**config.mk**
```make
export PLATFORM = sky130hd
export DESIGN_NAME = oc8051_ifetch_buf
export DESIGN_NICKNAME = d
export VERILOG_FILES = /design/src/rtl/oc8051_ifetch_buf.sv
export SDC_FILE = /design/constraint.sdc
export NUM_CORES = 1
export LEC_CHECK = 0
export CELL_PAD_IN_SITES_DETAIL_PLACEMENT = 0
export CELL_PAD_IN_SITES_GLOBAL_PLACEMENT = 1
export CORE_UTILIZATION = 40
export CTS_CLUSTER_SIZE = 25
export DETAILED_ROUTE_END_ITERATION = 12
export DONT_BUFFER_PORTS = 1
export PLACE_DENSITY_LB_ADDON = 0.1
export SYNTH_ARGS = -nofsm -noshare
export SYNTH_HDL_FRONTEND = slang
export SYNTH_SLANG_ARGS = --single-unit
```
**constraint.sdc**
```tcl
create_clock -name clk -period 4.5 [get_ports clk]
set_clock_uncertainty 0.1 [all_clocks]
set_input_delay 0.9 -clock clk [delete_from_list [all_inputs] [get_ports clk]]
set_output_delay 0.9 -clock clk [all_outputs]
set_load 0.02 [all_outputs]
```
**src/rtl/oc8051_ifetch_buf.sv**
```systemverilog
// Instruction prefetch buffer between the code ROM and the 8051 decoder.
// It fetches 32-bit ROM words into a circular byte queue and presents a 3-byte opcode window at the PC.
module oc8051_ifetch_buf #(
  parameter int          DEPTH    = 8,
  parameter int          ROM_SIZE = 386,
  parameter logic [15:0] RESET_PC = 16'h0000
) (
  input  logic                     clk,
  input  logic                     rst,
  output logic                     rom_req,
  output logic [15:0]              rom_addr,
  input  logic [31:0]              rom_data_in,
  input  logic                     rom_ack,
  input  logic                     redirect,
  input  logic [15:0]              redirect_pc,
  input  logic                     op_take,
  input  logic [1:0]               op_len,
  output logic                     op_valid,
  output logic [15:0]              pc_out,
  output logic [7:0]               op0_out,
  output logic [7:0]               op1_out,
  output logic [7:0]               op2_out,
  output logic [$clog2(DEPTH):0]   count_out
);

  localparam int AW = $clog2(DEPTH);
  localparam logic [AW:0]   C0        = (AW+1)'(0);
  localparam logic [AW:0]   C1        = (AW+1)'(1);
  localparam logic [AW:0]   C2        = (AW+1)'(2);
  localparam logic [AW:0]   C3        = (AW+1)'(3);
  localparam logic [AW:0]   C4        = (AW+1)'(4);
  localparam logic [AW:0]   C_DEPTH   = (AW+1)'(DEPTH);
  localparam logic [16:0]   ROM_LIMIT = 17'(ROM_SIZE);
  localparam logic [AW-1:0] P1        = AW'(1);
  localparam logic [AW-1:0] P2        = AW'(2);
  localparam logic [AW-1:0] P4        = AW'(4);

  typedef enum logic [1:0] {
    IDLE = 2'd0,
    WAIT = 2'd1,
    DROP = 2'd2
  } state_t;

  state_t          state_r;
  state_t          state_next_s;
  logic [7:0]      mem_r [DEPTH];
  logic [AW-1:0]   rd_ptr_r;
  logic [AW-1:0]   wr_ptr_r;
  logic [AW:0]     count_r;
  logic [15:0]     fetch_ptr_r;
  logic [15:0]     pc_r;

  logic            fetch_ok_s;
  logic            space_ok_s;
  logic            halted_s;
  logic            op_valid_s;
  logic            take_s;
  logic            push_s;
  logic            issue_s;
  logic [AW:0]     len_ext_s;
  logic [AW:0]     popped_s;

  assign fetch_ok_s = ({1'b0, fetch_ptr_r} < ROM_LIMIT);
  assign space_ok_s = ((C_DEPTH - count_r) >= C4);
  assign halted_s   = !fetch_ok_s && (state_r == IDLE);
  assign op_valid_s = (count_r >= C3) || ((count_r != C0) && halted_s);

  assign op_valid  = op_valid_s;
  assign pc_out    = pc_r;
  assign count_out = count_r;

  // FSM state register
  always_ff @(posedge clk or posedge rst) begin
    if (rst) begin
      state_r <= IDLE;
    end else begin
      state_r <= state_next_s;
    end
  end

  // FSM next-state logic; a DROP keeps the handshake open until the ROM answers
  always_comb begin
    state_next_s = state_r;
    case (state_r)
      IDLE: begin
        if (!redirect && fetch_ok_s && space_ok_s) state_next_s = WAIT;
        else                                       state_next_s = IDLE;
      end
      WAIT: begin
        if (redirect)     state_next_s = rom_ack ? IDLE : DROP;
        else if (rom_ack) state_next_s = IDLE;
        else              state_next_s = WAIT;
      end
      DROP: begin
        if (rom_ack) state_next_s = IDLE;
        else         state_next_s = DROP;
      end
      default: state_next_s = IDLE;
    endcase
  end

  // FSM outputs: request issue, queue push and decoder pop amount
  always_comb begin
    issue_s   = (state_r == IDLE) && (state_next_s == WAIT);
    push_s    = (state_r == WAIT) && rom_ack && !redirect;
    take_s    = op_take && op_valid_s && (op_len != 2'd0) && !redirect;
    len_ext_s = {{(AW-1){1'b0}}, op_len};
    if (!take_s)                  popped_s = C0;
    else if (len_ext_s > count_r) popped_s = count_r;
    else                          popped_s = len_ext_s;
  end

  // ROM request/address registers
  always_ff @(posedge clk or posedge rst) begin
    if (rst) begin
      rom_req  <= 1'b0;
      rom_addr <= 16'h0000;
    end else begin
      rom_req <= (state_next_s != IDLE);
      if (issue_s) rom_addr <= fetch_ptr_r;
    end
  end

  // Queue pointers, occupancy, PC and fetch pointer; redirect overrides push/pop
  always_ff @(posedge clk or posedge rst) begin
    if (rst) begin
      rd_ptr_r    <= '0;
      wr_ptr_r    <= '0;
      count_r     <= C0;
      pc_r        <= RESET_PC;
      fetch_ptr_r <= RESET_PC;
    end else if (redirect) begin
      rd_ptr_r    <= '0;
      wr_ptr_r    <= '0;
      count_r     <= C0;
      pc_r        <= redirect_pc;
      fetch_ptr_r <= redirect_pc;
    end else begin
      if (push_s) begin
        wr_ptr_r    <= wr_ptr_r + P4;
        fetch_ptr_r <= fetch_ptr_r + 16'd4;
      end
      rd_ptr_r <= rd_ptr_r + popped_s[AW-1:0];
      if (take_s) pc_r <= pc_r + {14'd0, op_len};
      count_r <= count_r + (push_s ? C4 : C0) - popped_s;
    end
  end

  // Byte storage; contents beyond count are masked at the window
  always_ff @(posedge clk) begin
    if (push_s) begin
      for (int k = 0; k < 4; k++) begin
        mem_r[wr_ptr_r + AW'(k)] <= rom_data_in[8*k +: 8];
      end
    end
  end

  // Opcode window from the queue head
  always_comb begin
    op0_out = 8'h00;
    op1_out = 8'h00;
    op2_out = 8'h00;
    if (count_r >= C1) op0_out = mem_r[rd_ptr_r];
    else               op0_out = 8'h00;
    if (count_r >= C2) op1_out = mem_r[rd_ptr_r + P1];
    else               op1_out = 8'h00;
    if (count_r >= C3) op2_out = mem_r[rd_ptr_r + P2];
    else               op2_out = 8'h00;
  end

endmodule

```
* Word-level counts from Yosys, hierarchy flattened
Memories as Yosys holds them, arrays and structs flattened.
Index checks and enable logic that the tools add are counted.
** Cells by class
- Add/subtract/negate cells :: 12
- Order comparisons :: 6
- Eq/ne operators :: 3
- Multiplexer cells :: 21
- Reduce and logical (&&, ||, !) cells :: 19
** Operators with widths (count)
- two-way mux 16 bit :: 4
- two-way mux 8 bit :: 3
- adder 16 x 2 -> 16 bit :: 1
- adder 16 x 3 -> 16 bit (second input constant) :: 1
- < comparator 16 x 9 -> 1 bit (second input constant) :: 1
- two-way mux 3 bit :: 4
- two-way mux 4 bit :: 3
- logical AND 1 bit :: 10
- adder 3 x 2 -> 3 bit (second input constant) :: 3
- >= comparator 4 x 2 -> 1 bit (second input constant) :: 2
- nonzero test 2 bit :: 4
- adder 3 x 1 -> 3 bit (second input constant) :: 2
- one-hot mux 2 bit (3 select lines) :: 1
- adder 4 x 3 -> 4 bit :: 1
- equality test 2 x 1 -> 1 bit (second input constant) :: 2
- >= comparator 4 x 1 -> 1 bit (second input constant) :: 1
- >= comparator 4 x 3 -> 1 bit (second input constant) :: 1
- > comparator 2 x 4 -> 1 bit :: 1
- two-way mux 1 bit :: 4
- two-way mux 2 bit :: 2
- nonzero test 4 bit :: 1
- subtractor 4 bit :: 1
- subtractor 4 bit (first input constant) :: 1
- adder 3 bit :: 1
- 5 further kinds :: 6
** Word-level totals
- Bits in registers :: 61
- RAM bits :: 64
- Output and inout bits :: 62
- Logic and storage cells :: 70
- Memories kept :: 1
** Memory list
- mem_r :: depth 8, bits a word 8, read ports 3, clocked after Yosys merged registers in 0, wr ports 4, RTL line 46 : logic [7:0] mem_r [DEPTH];

* Logic depth before layout (Yosys ltp)
Gate-level depths: netlist of run 1.
- Depth after elaboration :: 11
- Depth in mapped cells :: 14
- Mapped depth without buffers :: 13

* Worst setup path after synthesis of run 1
No wires, ideal clock.
- Kind :: input to register
- From :: in op_len[1]
- To :: reg count_r[3] (netlist: count_out[3])
- Data arrival time :: 3.107 ns
- Data required time :: 4.269 ns
- Slack :: 1.162 ns
- Stages on the path :: 11
- Path buffers :: 0
- Path through :: ha_1 a211oi_1 o21ai_0 nor2_1 a21oi_1 or3_1 ha_1 ha_1 fa_1 xnor2_1 nor2_1
** On the way
- Longest elaborated chain between the ends :: 6
- Elaborated cells between the ends (all ways) :: 8
** RTL lines
- start: declaration :: RTL line 17 : input logic [1:0] op_len,
- parallel branches: the longest is 3 deep, another holds > comparator 2 x 4 -> 1 bit
- two-way mux 4 bit * :: RTL line 108 : if (!take_s) popped_s = C0;
- subtractor 4 bit * :: RTL line 145 : count_r <= count_r + (push_s ? C4 : C0) - popped_s;
- two-way mux 4 bit * :: RTL line 132 : end else if (redirect) begin
- end signal: assignment :: RTL line 145
- end: declaration :: RTL line 49 : logic [AW:0] count_r;
Every way passes the cells marked *.
A chain may end at the register's enable or synchronous reset.

* Final worst setup path of run 1
- From :: reg rd_ptr_r[0]
- To :: out op1_out[2]
** On the way
- Longest elaborated chain between the ends :: 3
** RTL lines
- start: declaration :: RTL line 47 : logic [AW-1:0] rd_ptr_r;
- start signal: assignment :: RTL line 143 : rd_ptr_r <= rd_ptr_r + popped_s[AW-1:0];
- adder 3 x 1 -> 3 bit :: RTL line 165 : if (count_r >= C2) op1_out = mem_r[rd_ptr_r + P1];
- memory read (8 x 8 bit)
- two-way mux 8 bit :: RTL line 165
- end: declaration :: RTL line 21 : output logic [7:0] op1_out,
Every way passes these cells.

==> results.py, run 1 <==
metrics = {
    "global_route": {
        "antenna_found_initial": 0,
        "overflow": 0,
        "grtUsageTotal": 0.208,
        "grt_pass1_vias": 4732,
        "grt_max_degree": 43,
        "grt_first_pass_wirelength_um": 27500,
    },
    "clocking": {
        "clockBufferDepth": 2,
        "postCtsResizedCells": 0,
        "cts.sinks": 123,
        "cts_setup_buffers": 0,
        "cts_tree": "built",
        "holdBufCountCts": 0,
        "path_clk_slew_ns": 0.05,
        "numCtsBuffers": 17,
        "cts_root_buf": "clkbuf_16",
        "insertion_delay_ns": 0.41,
        "cts_max_level": 4,
    },
    "die": {
        "rows": 48,
        "die_w_um": 135,
        "io_pins": 117,
        "die_area_um2": 18200,
        "fp.coreArea_um2": 17200,
        "die_h_um": 135,
        "start_util": 0.409,
    },
    "setup_path": {
        "cp_top_family": "adder cells",
        "r2r_slack_ns": 1.17,
        "required_ns": 3.50,
        "worstRegToRegCells": 12,
        "path_max_fanout": 16,
        "crit_chain": "ha_1, mux4_2, nand2_1, a21oi_1",
        "critPathCaptureType": "output pin",
        "start_kind": "flop",
        "critPathMaxStageDelay_ns": 0.81,
        "rr_endpoint": "count_out[3]",
        "cp_num_buf_inv": 0,
        "crit_arrival_ns": 2.59,
        "path_class": "reg -> out",
        "r2r-start": "count_out[1]",
        "worst_path_max_delay_cell": "ha_1",
    },
    "route": {
        "drcViolationCount": 0,
        "wl_per_cell_um": 21.1,
        "routed_wl_um": 17700,
        "ant_nets": 0,
        "vias": 4676,
        "vias_per_cell": 5.59,
        "drt_iter0_markers": 309,
        "drt_first_pass_iters": 5,
    },
    "yosys": {
        "yosysSeqAreaShare": 0.482,
        "ys_ff_latch": 123,
        "ys.flop_type": "edfxtp_1",
        "synthTopCellsByArea": "edfxtp_1, dfrtp_1, mux4_2",
        "synth_cell_types": 57,
        "synth_cells": 612,
        "syn-num-nets": 683,
        "synthArstFlopShare": 0.480,
        "synth_top_cell_by_area": "edfxtp_1",
        "syn_area_um2": 7050,
        "synth-edff-count": 64,
        "yosys_warnings": 0,
        "synth_area_per_cell_um2": 11.5,
        "yosysTopAreaCellShare": 0.273,
    },
    "layout": {
        "area_growth_pct": 10.8,
        "fin_area_um2": 7810,
        "antenna_cells": 0,
        "drive_above_1_share": 0.211,
        "final_common_cell": "nand2_1",
        "final_cell_mix": "nand2_1, edfxtp_1, dfrtp_1, mux4_2, a21oi_1",
        "num-nets-final": 669,
    },
    "timing": {
        "hold_viol_final": 0,
        "whs_ns": 0.344,
        "setup_tns_ns": 0,
        "rsz0062_at_grt": "false",
        "slew_headroom": 0.298,
        "max_freq_ghz": 0.278,
        "finalCritPeriodShare": 0.798,
        "maxSlewViolCount": 0,
        "fin_crit_ns": 3.59,
        "setup_viol": 0,
        "worstMarginPinSlew_ns": 1.05,
    },
    "place": {
        "placed_area_um2": 7230,
        "place.gp.congestion": 0.747,
        "dpl.hpwl_um": 12300,
        "port_buffers": 0,
    },
    "power_and_ir_drop": {
        "power_frac_seq": 0.394,
        "pwr-share-clk": 0.391,
        "p_int_w": 0.00232,
        "vdd.ir_drop.worst_v": 0.000326,
        "power.density_nw_per_um2": 438,
        "p_switching_w": 0.00110,
        "leakage_nw": 2.87,
        "p_comb_frac": 0.215,
        "netSwitchingFraction": 0.322,
    },
    "status": {
        "status": "finished clean",
    },
    "hold_path": {
        "hold_class": "in -> async",
    },
    "run": {
        "cap_violations": 0,
    },
}
-- area by class of cell --
class | instances | area, µm²
Fill cell | 1581 | 9430
Sequential cell | 123 | 3400
Multi-Input combinational cell | 417 | 3340
Clock buffer | 26 | 520
Tap cell | 225 | 282
Timing Repair Buffer | 15 | 113
Inverter | 24 | 90.1
Clock inverter | 6 | 58.8
-- through the flow --
stage,worst slack (ns),instances,util,total power [W]
3_3_place_gp,1.09,804,0.419,0.00211
3_5_place_dp,1.03,804,0.419,0.00211
5_1_grt,0.847,836,0.453,0.00357
4_1_cts,0.905,836,0.453,0.00345
6_report,0.907,836,0.453,0.00342
2_1_floorplan,1.16,612,-,0.00191
-- metal layers --
| metal | vias to the layer above | part of all wire | wire length [µm] | global-route usage |
|---|---|---|---|---|
| li1 | 2192 | - | - | - |
| met2 | 125 | 0.47 | 8360 | 0.320 |
| met4 | 0 | 0.0054 | 95 | 0.0705 |
| met3 | 6 | 0.067 | 1190 | 0.0604 |
| met5 | - | 0 | 0 | 0 |
| met1 | 2353 | 0.45 | 8030 | 0.281 |
-- power by group through the flow --
stage | clock network, W | logic, W | registers (W)
2_1_floorplan | 0 | 0.000572 | 0.00134
3_3_place_gp | 0 | 0.000742 | 0.00137
3_5_place_dp | 0 | 0.000743 | 0.00137
4_1_cts | 0.00136 | 0.000746 | 0.00135
5_1_grt | 0.00141 | 0.000802 | 0.00136
6_report | 0.00134 | 0.000735 | 0.00135
-- cells in the mapped netlist, types with 5 or more instances --
library cell	n
a21boi_0	8
a21oi_1	34
a31oi_1	6
buf_2	11
buf_4	5
clkbuf_1	29
dfrtp_1	59
edfxtp_1	64
ha_1	12
inv_1	23
mux2_2	32
mux4_2	41
nand2_1	114
nand2b_1	10
nand3_1	12
nand4_1	5
nor2_1	29
nor2b_1	12
nor3_1	6
nor4_1	8
o21ai_0	7
o31a_1	15
or3_1	5
xnor2_1	11
xor2_1	8
-- cells by family (layout without fill, tap and decap cells) --
| group | count (synthesis) | count (layout) | share of synthesized area |
|---|---|---|---|
| fa+ha+maj | 16 | 16 | 0.0327 |
| xor+xnor | 19 | 19 | 0.0236 |
| mux | 77 | 77 | 0.188 |
| compound gates | 85 | 85 | 0.0802 |
| buf+inv | 72 | 71 | 0.0442 |
| flops | 123 | 123 | 0.482 |
| other cells | 1 | 1 | 0.000532 |
| simple gates | 219 | 219 | 0.148 |
-- state kept, by name, summed over array words and instances, names as in the netlist --
signal       flops
state_r          2
fetch_ptr_r     16
mem_r           64
count_out        4
rd_ptr_r         3
pc_out          16
rom_addr        16
rom_req          1
wr_ptr_r         1
-- worst max path at each step --
stage	from	end	slack, ns	cells after the start
6_report	rd_ptr_r[0]	op1_out[2]	0.91	4
5_1_grt	rd_ptr_r[0]	op1_out[2]	0.85	4
4_1_cts	rd_ptr_r[0]	op1_out[2]	0.90	4
3_5_place_dp	op_len[1]	count_out[3]	1.03	11
3_3_place_gp	op_len[1]	count_out[3]	1.09	11
2_1_floorplan	op_len[1]	count_out[3]	1.16	11
Note: power is estimated with default switching activity, not from simulation.
==> inputs of run 2 (changes only) <==
==> constraint.sdc (replaced) <==
create_clock -name clk -period 3.8 [get_ports clk]
set_clock_uncertainty 0.1 [all_clocks]
set_input_delay 0.76 -clock clk [delete_from_list [all_inputs] [get_ports clk]]
set_output_delay 0.76 -clock clk [all_outputs]
set_load 0.02 [all_outputs]
==> results.py, run 2 (synthesized netlist as in run 1, its figures left out) <==
metrics = {
    "route": {
        "routed_wl_um": 18100,
        "ant_nets": 0,
        "vias_per_cell": 5.74,
        "drcViolationCount": 0,
        "drt_first_pass_iters": 5,
        "drt_iter0_markers": 331,
        "vias": 4824,
        "wl_per_cell_um": 21.5,
    },
    "timing": {
        "max_freq_ghz": 0.287,
        "slew_headroom": 0.386,
        "setup_ws_ns": 0.311,
        "maxSlewViolCount": 0,
        "hold_viol_final": 0,
        "fin_crit_ns": 3.49,
        "worstMarginPinSlew_ns": 0.920,
        "finalCritPeriodShare": 0.918,
        "setup_viol": 0,
        "rsz0062_at_grt": "false",
        "setup_tns_ns": 0,
    },
    "clocking": {
        "cts_tree": "built",
        "cts_root_buf": "clkbuf_16",
        "holdBufCountCts": 0,
        "cts.sinks": 123,
        "cts_setup_buffers": 0,
        "postCtsResizedCells": 0,
        "numCtsBuffers": 17,
        "cts_max_level": 4,
        "clockBufferDepth": 2,
        "path_clk_slew_ns": 0.06,
        "insertion_delay_ns": 0.42,
    },
    "layout": {
        "multi_input_area_um2": 3340,
        "fill_cells": 1590,
        "num-nets-final": 674,
        "fin_area_um2": 7880,
        "stdcell_count": 841,
        "area_growth_pct": 11.8,
        "drive_above_1_share": 0.224,
        "antenna_cells": 0,
        "seqCellArea_um2": 3400,
        "largest_reg_flops": 64,
        "final_cell_mix": "nand2_1, edfxtp_1, dfrtp_1, mux4_2, a21oi_1",
        "largest_register": "mem_r",
        "final_common_cell": "nand2_1",
    },
    "setup_path": {
        "start_kind": "flop",
        "path_class": "reg -> out",
        "r2r_slack_ns": 0.59,
        "worstSetupStartpoint": "rd_ptr_r[0]",
        "critical_path.endpoint": "op1_out[2]",
        "worstRegToRegCells": 11,
        "r2r-start": "count_out[0]",
        "rr_endpoint": "count_out[3]",
        "critPathCaptureType": "output pin",
        "path_max_fanout": 16,
        "required_ns": 2.94,
        "crit_arrival_ns": 2.63,
    },
    "place": {
        "dp_slack_ns": 0.431,
        "dp.cells": 809,
        "place.gp.congestion": 0.754,
        "port_buffers": 0,
        "placed_area_um2": 7270,
        "dpl.hpwl_um": 12500,
    },
    "run": {
        "cap_violations": 0,
    },
    "global_route": {
        "grtUsageTotal": 0.211,
        "grt_first_pass_wirelength_um": 28200,
        "grt_max_degree": 44,
        "grt_pass1_vias": 4906,
        "overflow": 0,
        "antenna_found_initial": 0,
    },
    "power_and_ir_drop": {
        "vdd.ir_drop.worst_v": 0.000375,
        "leakage_nw": 2.90,
        "power.density_nw_per_um2": 530,
    },
    "die": {
        "io_pins": 117,
        "die_area_um2": 18200,
        "rows": 48,
        "die_h_um": 135,
        "fp.coreArea_um2": 17200,
        "start_util": 0.409,
        "die_w_um": 135,
    },
    "hold_path": {
        "hold_class": "in -> reg",
    },
    "status": {
        "status": "finished clean",
    },
}
run 2: cell count changes in the layout (fill, tap and decap cells not counted), sizes merged:
cell / before / now
bufinv: 1 / 3
buf: 15 / 20
clkinvlp: 1 / 3
clkinv: 3 / 5
clkbuf: 26 / 17
inv: 25 / 28
run 2: metrics by stage:
stage	power [W]	utilization	hold slack [ns]
final	0.00418	0.457	0.302
after global routing	0.00435	0.457	0.290
after CTS	0.00421	0.457	0.284
after detailed placement	0.00253	0.422	0.396
after global placement	0.00252	0.422	0.369
after floorplan	0.00226	-	0.360
run 2: how the worst min path moves through the flow:
| stage | from | to | slack (ns) | cells after the start |
|---|---|---|---|---|
| 2_1_floorplan | fetch_ptr_r[0] | rom_addr[0] | 0.36 | 1 |
| 3_3_place_gp | fetch_ptr_r[0] | rom_addr[0] | 0.37 | 1 |
| 3_5_place_dp | fetch_ptr_r[0] | rom_addr[0] | 0.40 | 1 |
| 4_1_cts | rom_ack | state_r[1] | 0.28 | 1 |
| 5_1_grt | rom_ack | state_r[1] | 0.29 | 1 |
| 6_report | rom_ack | state_r[1] | 0.30 | 1 |
run 2: area by class of cell:
| class | instances | share of cell area |
|---|---|---|
| inverter | 24 | 0.0114 |
| timing repair buffer | 20 | 0.0191 |
| clock buffer | 17 | 0.0540 |
| multi-input combinational | 417 | 0.424 |
| tap | 225 | 0.0357 |
| sequential | 123 | 0.431 |
| clock inverter | 15 | 0.0238 |
run 2: routing by layer:
| layer | wire (µm) | vias to the layer above | GRT usage | part of all wire |
|---|---|---|---|---|
| li1 | - | 2203 | - | - |
| met1 | 8130 | 2465 | 0.286 | 0.45 |
| met2 | 8330 | 138 | 0.324 | 0.46 |
| met3 | 1370 | 18 | 0.0664 | 0.076 |
| met4 | 237 | 0 | 0.0655 | 0.013 |
| met5 | 0 | - | 0 | 0 |
run 2: report_power, final:
group | total (W) | internal (W) | switching, W
logic | 0.000912 | 0.000297 | 0.000615
clock network | 0.00168 | 0.00104 | 0.000638
registers | 0.00159 | 0.00146 | 0.000129
total | 0.00418 | 0.00280 | 0.00138
run 2: worst max-delay path: stages, from the launching register on:
cell and delay (ns):
dfrtp_2 0.40, ha_1 0.85, mux4_2 0.36, nand2_1 0.05
a21oi_1 0.33, buf_4 0.21
